===== config.mk =====
export PLATFORM = sky130hd
export DESIGN_NAME = io_responder32
export DESIGN_NICKNAME = d
export VERILOG_FILES = /design/src/rtl/io_map_pkg.sv /design/src/rtl/io_sync2.sv /design/src/rtl/io_responder32.sv
export SDC_FILE = /design/constraint.sdc
export NUM_CORES = 1
export LEC_CHECK = 0
export BUFFER_PORTS_ARGS = -buffer_cell sky130_fd_sc_hd__buf_2
export CORE_ASPECT_RATIO = 0.75
export CORE_MARGIN = 10
export CORE_UTILIZATION = 40
export DETAILED_ROUTE_END_ITERATION = 10
export PLACE_DENSITY = 0.71
export SKIP_LAST_GASP = 1
export SYNTH_ARGS = -nofsm -noshare
export SYNTH_HDL_FRONTEND = slang
export SYNTH_SLANG_ARGS = --single-unit

===== constraint.sdc =====
create_clock -name clock -period 1.9 [get_ports clock]
set_input_delay 0.095 -clock clock [delete_from_list [all_inputs] [get_ports clock]]
set_output_delay 0.095 -clock clock [all_outputs]
set_load 0.02 [all_outputs]

===== src/rtl/io_map_pkg.sv =====
// io_map_pkg: shared address map, widths and register decode for the
// memory-mapped I/O responder of the single-cycle CPU.
package io_map_pkg;

  localparam int IO_PAGE_W    = 10;
  localparam int IO_DATA_W    = 32;
  localparam int IO_LED_W_DEF = 24;
  localparam int IO_SW_W_DEF  = 24;
  localparam int IO_BTN_W_DEF = 5;

  localparam logic [IO_PAGE_W-1:0] IO_LED_OFS   = 10'h060;
  localparam logic [IO_PAGE_W-1:0] IO_SW_OFS    = 10'h070;
  localparam logic [IO_PAGE_W-1:0] IO_BTN_OFS   = 10'h074;
  localparam logic [IO_PAGE_W-1:0] IO_TCNT_OFS  = 10'h078;
  localparam logic [IO_PAGE_W-1:0] IO_TCMP_OFS  = 10'h07C;
  localparam logic [IO_PAGE_W-1:0] IO_TSTAT_OFS = 10'h080;

  typedef enum logic [2:0] {
    IO_REG_NONE,
    IO_REG_LED,
    IO_REG_SW,
    IO_REG_BTN,
    IO_REG_TCNT,
    IO_REG_TCMP,
    IO_REG_TSTAT
  } io_reg_e;

  // Exact match on the full offset, so misaligned offsets fall to NONE.
  function automatic io_reg_e io_decode(input logic [IO_PAGE_W-1:0] addr);
    io_reg_e sel;
    case (addr)
      IO_LED_OFS:   sel = IO_REG_LED;
      IO_SW_OFS:    sel = IO_REG_SW;
      IO_BTN_OFS:   sel = IO_REG_BTN;
      IO_TCNT_OFS:  sel = IO_REG_TCNT;
      IO_TCMP_OFS:  sel = IO_REG_TCMP;
      IO_TSTAT_OFS: sel = IO_REG_TSTAT;
      default:      sel = IO_REG_NONE;
    endcase
    return sel;
  endfunction

endpackage


===== src/rtl/io_sync2.sv =====
// io_sync2: parameterised-width two-flop synchroniser with synchronous reset.
module io_sync2 #(
  parameter int W = 1
) (
  input  logic         clock,
  input  logic         reset,
  input  logic [W-1:0] d,
  output logic [W-1:0] q
);

  logic [W-1:0] sync_p0;

  // Two-stage capture of the asynchronous input
  always_ff @(posedge clock) begin
    if (reset) begin
      sync_p0 <= '0;
      q       <= '0;
    end else begin
      sync_p0 <= d;
      q       <= sync_p0;
    end
  end

endmodule


===== src/rtl/io_responder32.sv =====
// io_responder32: memory-mapped I/O responder (LED, switches, buttons with
// sticky press flags, optional compare timer). The timer block is built only
// when the macro IO_TIMER_EN is defined; otherwise its offsets are unmapped.
module io_responder32
  import io_map_pkg::*;
#(
  parameter int LED_W    = IO_LED_W_DEF,
  parameter int SW_W     = IO_SW_W_DEF,
  parameter int BTN_W    = IO_BTN_W_DEF,
  parameter int PRESCALE = 100
) (
  input  logic                 clock,
  input  logic                 reset,
  input  logic                 IORead,
  input  logic                 IOWrite,
  input  logic [IO_PAGE_W-1:0] io_addr,
  input  logic [31:0]          io_wdata,
  output logic [31:0]          io_rdata,
  input  logic [SW_W-1:0]      switch_in,
  input  logic [BTN_W-1:0]     button_in,
  output logic [LED_W-1:0]     led_out,
  output logic                 timer_irq
);

  io_reg_e          sel;
  logic             wr_led;
  logic             rd_btn;
  logic [LED_W-1:0] led_q;
  logic [SW_W-1:0]  sw_sync;
  logic [BTN_W-1:0] btn_sync;
  logic [BTN_W-1:0] btn_prev;
  logic [BTN_W-1:0] btn_rise;
  logic [BTN_W-1:0] btn_flags;

  assign sel      = io_decode(io_addr);
  assign wr_led   = IOWrite && (sel == IO_REG_LED);
  assign rd_btn   = IORead && (sel == IO_REG_BTN);
  assign btn_rise = btn_sync & ~btn_prev;
  assign led_out  = led_q;

  io_sync2 #(.W(SW_W)) u_sw_sync (
    .clock (clock),
    .reset (reset),
    .d     (switch_in),
    .q     (sw_sync)
  );

  io_sync2 #(.W(BTN_W)) u_btn_sync (
    .clock (clock),
    .reset (reset),
    .d     (button_in),
    .q     (btn_sync)
  );

  // LED register, button edge detect and sticky flags (a new edge beats read-clear)
  always_ff @(posedge clock) begin
    if (reset) begin
      led_q     <= '0;
      btn_prev  <= '0;
      btn_flags <= '0;
    end else begin
      if (wr_led) led_q <= io_wdata[LED_W-1:0];
      btn_prev  <= btn_sync;
      btn_flags <= (rd_btn ? '0 : btn_flags) | btn_rise;
    end
  end

`ifdef IO_TIMER_EN
  localparam int PS_W = (PRESCALE > 1) ? $clog2(PRESCALE) : 1;

  logic [PS_W-1:0] presc;
  logic [31:0]     tcount;
  logic [31:0]     tcmp;
  logic            match_flag;
  logic            wr_tcnt;
  logic            wr_tcmp;
  logic            rd_tstat;
  logic            tick;
  logic            tick_eff;
  logic            hit;

  assign wr_tcnt   = IOWrite && (sel == IO_REG_TCNT);
  assign wr_tcmp   = IOWrite && (sel == IO_REG_TCMP);
  assign rd_tstat  = IORead && (sel == IO_REG_TSTAT);
  assign tick      = (tcmp != 32'd0) && (presc == PS_W'(PRESCALE - 1));
  // A software load of TCOUNT swallows a coincident tick entirely.
  assign tick_eff  = tick && !wr_tcnt;
  assign hit       = tick_eff && (tcount == tcmp);
  assign timer_irq = match_flag;

  // Prescaler, compare counter and sticky match flag
  always_ff @(posedge clock) begin
    if (reset) begin
      presc      <= '0;
      tcount     <= '0;
      tcmp       <= '0;
      match_flag <= 1'b0;
    end else begin
      if (wr_tcnt) begin
        tcount <= io_wdata;
        presc  <= '0;
      end else begin
        if (tcmp != 32'd0) presc <= tick ? '0 : presc + 1'b1;
        if (tick_eff)      tcount <= hit ? 32'd0 : tcount + 32'd1;
      end
      if (wr_tcmp) tcmp <= io_wdata;
      match_flag <= (rd_tstat ? 1'b0 : match_flag) | hit;
    end
  end
`else
  logic unused_wdata;

  assign unused_wdata = ^io_wdata;
  assign timer_irq    = 1'b0;
`endif

  // Combinational read mux; the value seen is always the pre-edge state
  always_comb begin
    io_rdata = '0;
    if (IORead) begin
      case (sel)
        IO_REG_LED:   io_rdata = 32'(led_q);
        IO_REG_SW:    io_rdata = 32'(sw_sync);
        IO_REG_BTN:   io_rdata = 32'(btn_flags);
`ifdef IO_TIMER_EN
        IO_REG_TCNT:  io_rdata = tcount;
        IO_REG_TCMP:  io_rdata = tcmp;
        IO_REG_TSTAT: io_rdata = {31'd0, match_flag};
`endif
        default:      io_rdata = '0;
      endcase
    end
  end

endmodule

# [Word level (Yosys, flattened, before mapping)]
# Cells that the tools add are included.
[classes] n_mux=4 n_reduce_logical=2 bitwise_logic=3 eq_ne=9
[op_table] operator="case mux 24 bit (3 select lines)" n=1
[op_table] operator="equality test 10 x 7 -> 1 bit (second input constant)" n=5
[op_table] operator="two-way mux 24 bit" n=1
[op_table] operator="case mux 3 bit (6 select lines)" n=1
[op_table] operator="equality test 10 x 8 -> 1 bit (second input constant)" n=1
[op_table] operator="equality test 3 x 2 -> 1 bit (second input constant)" n=2
[op_table] operator="AND 5 bit" n=1
[op_table] operator="two-way mux 5 bit" n=1
[op_table] operator="NOT 5 bit" n=1
[op_table] operator="bitwise OR 5 bit" n=1
[op_table] operator="equality test 3 x 1 -> 1 bit (second input constant)" n=1
[op_table] operator="logical AND 1 bit" n=2
[totals] in_bits=75 wordCells=25 register_bits=92 out_inout_bits=57

# [Depth between registers and ports, before layout]
[logic_depth] ltp_word=6 depth_mapped=6 depth_no_buf=3

# [Cells and area by module]
# From an unflattened synthesis, not the netlist that was laid out.
[unflattened] hier_cells=341 area_unflattened_um2=3572.2
[modules_own_cells] module="io_responder32" n_inst=1 area_each_um2=2004.4 cells_per_inst=220 seq_area_each_um2=680.7
[modules_own_cells] module="io_sync2 (u_sw_sync)" n_inst=1 area_each_um2=1305.0 cells_per_inst=101 seq_area_each_um2=960.9
[modules_own_cells] module="io_sync2 (u_btn_sync)" n_inst=1 area_each_um2=262.8 cells_per_inst=20 seq_area_each_um2=200.2

# [Least setup slack after synthesis]
# OpenSTA, ideal clock, no wires.
[synth_path] path_kind="input port to output port" startpoint="input port io_addr[8]" endpoint="output port io_rdata[13]" path_stages=4 n_path_buf=1 arrival_time_ns=1.163 t_required_ns=1.805 setup_slack_ns=0.642 cell_sequence="nor4_4 nand4b_2 buf_2 nor2_1"
[synth_between] elab_chain_cells=5 word_cells_on_any_way=12 classes_between="eq/ne (9); mux (3)"
[synth_lines] element="start: declaration" line="io_responder32.sv:16" source="input logic [IO_PAGE_W-1:0] io_addr,"
[synth_lines] element="equality test 10 x 8 -> 1 bit or equality test 10 x 7 -> 1 bit (tied branches)" line="io_map_pkg.sv:31" source="case (addr)"
[synth_lines] element="case mux 3 bit (6 select lines) (*)" line="io_map_pkg.sv:31"
[synth_lines] element="equality test 3 x 2 -> 1 bit or equality test 3 x 1 -> 1 bit (tied branches)" line="io_responder32.sv:121" source="case (sel)"
[synth_lines] element="case mux 24 bit (3 select lines) (*)" line="io_responder32.sv:121"
[synth_lines] element="two-way mux 24 bit (*)" line="io_responder32.sv:120" source="if (IORead) begin"
[synth_lines] element="end: declaration" line="io_responder32.sv:18" source="output logic [31:0] io_rdata,"
# Mark *: on every way between the ends. The rest lies on a longest branch, timed or not.

# [Worst setup path in the final report]
[layout_path] startpoint="register btn_flags[0]" endpoint="output port io_rdata[0]"
[layout_between] elab_chain_cells=2
[layout_lines] element="start: declaration" line="io_responder32.sv:33" source="logic [BTN_W-1:0] btn_flags;"
[layout_lines] element="start signal: assignment" line="io_responder32.sv:64" source="btn_flags <= (rd_btn ? '0 : btn_flags) | btn_rise;"
[layout_lines] element="case mux 24 bit (3 select lines)" line="io_responder32.sv:121"
[layout_lines] element="two-way mux 24 bit" line="io_responder32.sv:120"
# Every way passes these cells.

==> flow_metrics.tcl <==
set metrics [dict create \
    clk-insertion-delay-late_ns 0.33 \
    syn_avg_cell_area_sq_um 10.6 \
    ctsLongestPathBuffers 2 \
    fin_total_pwr_mw 4.11 \
    num_vias 2625 \
    synth_cell_types 24 \
    post-route-period-util_pct 78.4 \
    numCtsBuffers 9 \
    criticalPathCategory "reg2out" \
    postCtsResizedCells 0 \
    crit_required_ns 1.80 \
    reg2regPathDepth 2 \
    drt_pass1_iterations 5 \
    p_leak_nw 2.06 \
    hold_viol_final 0 \
    dieArea_sq_um 13000 \
    reg2reg_to "btn_flags[0]$_SDFF_PP0_" \
    first_global_vias 2749 \
    first_iter_violations 79 \
    arrival_ns 1.39 \
    max_cap_viol_count 0 \
    yosys_warnings 0 \
    die-height_um 101 \
    hold_class "in2reg" \
    h-tree-depth 3 \
    nets 544 \
    power_density_nw_per_um2 875 \
    drc 0 \
    grt_pass1_wl_um 13500 \
    routed_via_density 4.51 \
    port-buffer-count 114 \
    fin_skew_ns 0.00503 \
    ir_worst_vdd_mv 0.451 \
    layout_commonest_cell "buf_2" \
    die_width_um 129 \
    post-route-min-period_ns 1.49 \
    regToRegSetupSlack_ns 1.24 \
    grt_use_total_pct 12.8 \
    cts.clk_slew.worst_paths_ns 0.07 \
    min_delay_path_depth 2 \
    cts-root-buf "clkbuf_16" \
    final-setup-viol-count 0 \
    grt_remaining_overflow 0 \
    hold_buffers 25 \
    hold_end "u_btn_sync.sync_p0[2]$_SDFF_PP0_" \
    netlist_area_sq_um 3530 \
    cp-end-kind "primary output" \
    fin_setup_tns_ns 0 \
    initial_core_util_pct 41.4 \
    cts_tree "done" \
    ios 132 \
    min_from "button_in[2]" \
    grt_max_degree 117 \
    antenna_cells 0 \
    final_cell_mix "buf_2 (114), dfxtp_1 (92), nor2b_1 (63)" \
    gp_congestion 0.778 \
    postSynthCellCount 334 \
    rsz0062_at_grt "no" \
    ys_seq_elements 92 \
    status "finished, final reports clean" \
    reg2reg_from "btn_flags[0]$_SDFF_PP0_" \
    area_delta_synth_final_pct 32.9 \
    drive_gt1_share_pct 30.8 \
    rows 29 \
    drt_wl_total_um 8390 \
    coreArea_sq_um 8530 \
    dp_hpwl_um 5900 \
    antenna_found_initial 0 \
    cts_sinks 92 \
    max_freq_mhz 672 \
    detail_route.wl_per_cell_um 14.4 \
    drtAntennaViolNets 0 \
    start_kind "flop" \
    cp_max_fo 2 \
    post_cts_buffers 0 \
    yosysSeqAreaShare_pct 52.1 \
    final_max_slew_viol_count 0 \
]
## cell families after synthesis
logic type,after synthesis,share of synthesized area (%)
DFF,92,52.1
other,1,0.106
muxes,48,13.8
AOI/OAI and AO/OA,15,2.83
buffers and inverters,29,5.31
and+or+nand+nor,149,25.8
## worst max path at each step
stage                                  from                        to  slack, ns  depth (start not counted)
finish              btn_flags[0]$_SDFF_PP0_               io_rdata[0]       0.41                          4
global route        btn_flags[0]$_SDFF_PP0_               io_rdata[0]       0.36                          4
CTS                 btn_flags[0]$_SDFF_PP0_               io_rdata[0]       0.41                          4
detailed placement               io_addr[8]   led_out[8]$_SDFFE_PP0P_       0.44                          5
global placement                 io_addr[8]  led_out[12]$_SDFFE_PP0P_       0.51                          5
floorplan                        io_addr[8]              io_rdata[13]       0.64                          4
## cells in the mapped netlist, drive strengths merged
master | instances | area, sq um
a21oi | 5 | 25.0
a22oi | 5 | 37.5
and4 | 1 | 8.76
and4bb | 1 | 12.5
buf | 17 | 143
clkbuf | 12 | 45.0
conb | 1 | 3.75
dfxtp | 92 | 1840
mux2 | 5 | 56.3
mux2i | 43 | 430
nand2b | 53 | 332
nand3 | 2 | 10.0
nand4b | 1 | 15.0
nand4bb | 1 | 11.3
nor2 | 25 | 96.4
nor2b | 63 | 394
nor4 | 1 | 21.3
o31ai | 5 | 37.5
or4 | 1 | 11.3
## flip-flops by register name, indices dropped and copies added, names as in the netlist
register	flops
led_out	24
u_sw_sync.q	24
u_sw_sync.sync_p0	24
u_btn_sync.sync_p0	5
btn_prev	5
btn_flags	5
u_btn_sync.q	5
## worst max-delay path: stages (launching register included)
cell and delay [ns]:
dfxtp_1 0.32, mux2_2 0.27, a22oi_1 0.24, nor2_1 0.07
buf_2 0.16
## routing by layer
metal	up-vias	share of wire (%)	track usage, %
li1	1334	-	-
met1	1192	42	14.5
met2	92	45	20.2
met3	7	12	6.99
met4	0	0.80	4.10
met5	-	0	0
## final cells by class
type / count / area, sq um
multi-input combinational: 221 / 1530
timing repair buffer: 145 / 878
tap: 108 / 135
fill: 756 / 3830
clock inverter: 6 / 68.8
sequential: 92 / 1840
clock buffer: 10 / 239
## where the power goes
group          internal [mW]  leakage [nW]  switching (mW)
logic                  0.166          1.16           0.129
clock network           1.07         0.150           0.738
registers               1.99         0.755          0.0159
total                   3.23          2.06           0.883
## through the flow
stage	hold WS [ns]	setup WS, ns	cells	instance area, sq um	utilization [%]
after floorplan	0.223	0.642	342	3560	-
after global placement	0.304	0.514	541	4140	48.5
after detailed placement	0.308	0.443	541	4140	48.5
after CTS	0.00144	0.406	582	4700	55.1
after global routing	0.0147	0.360	582	4700	55.1
final	0.00414	0.411	582	4700	55.1
(Power assumes the default switching activity.)
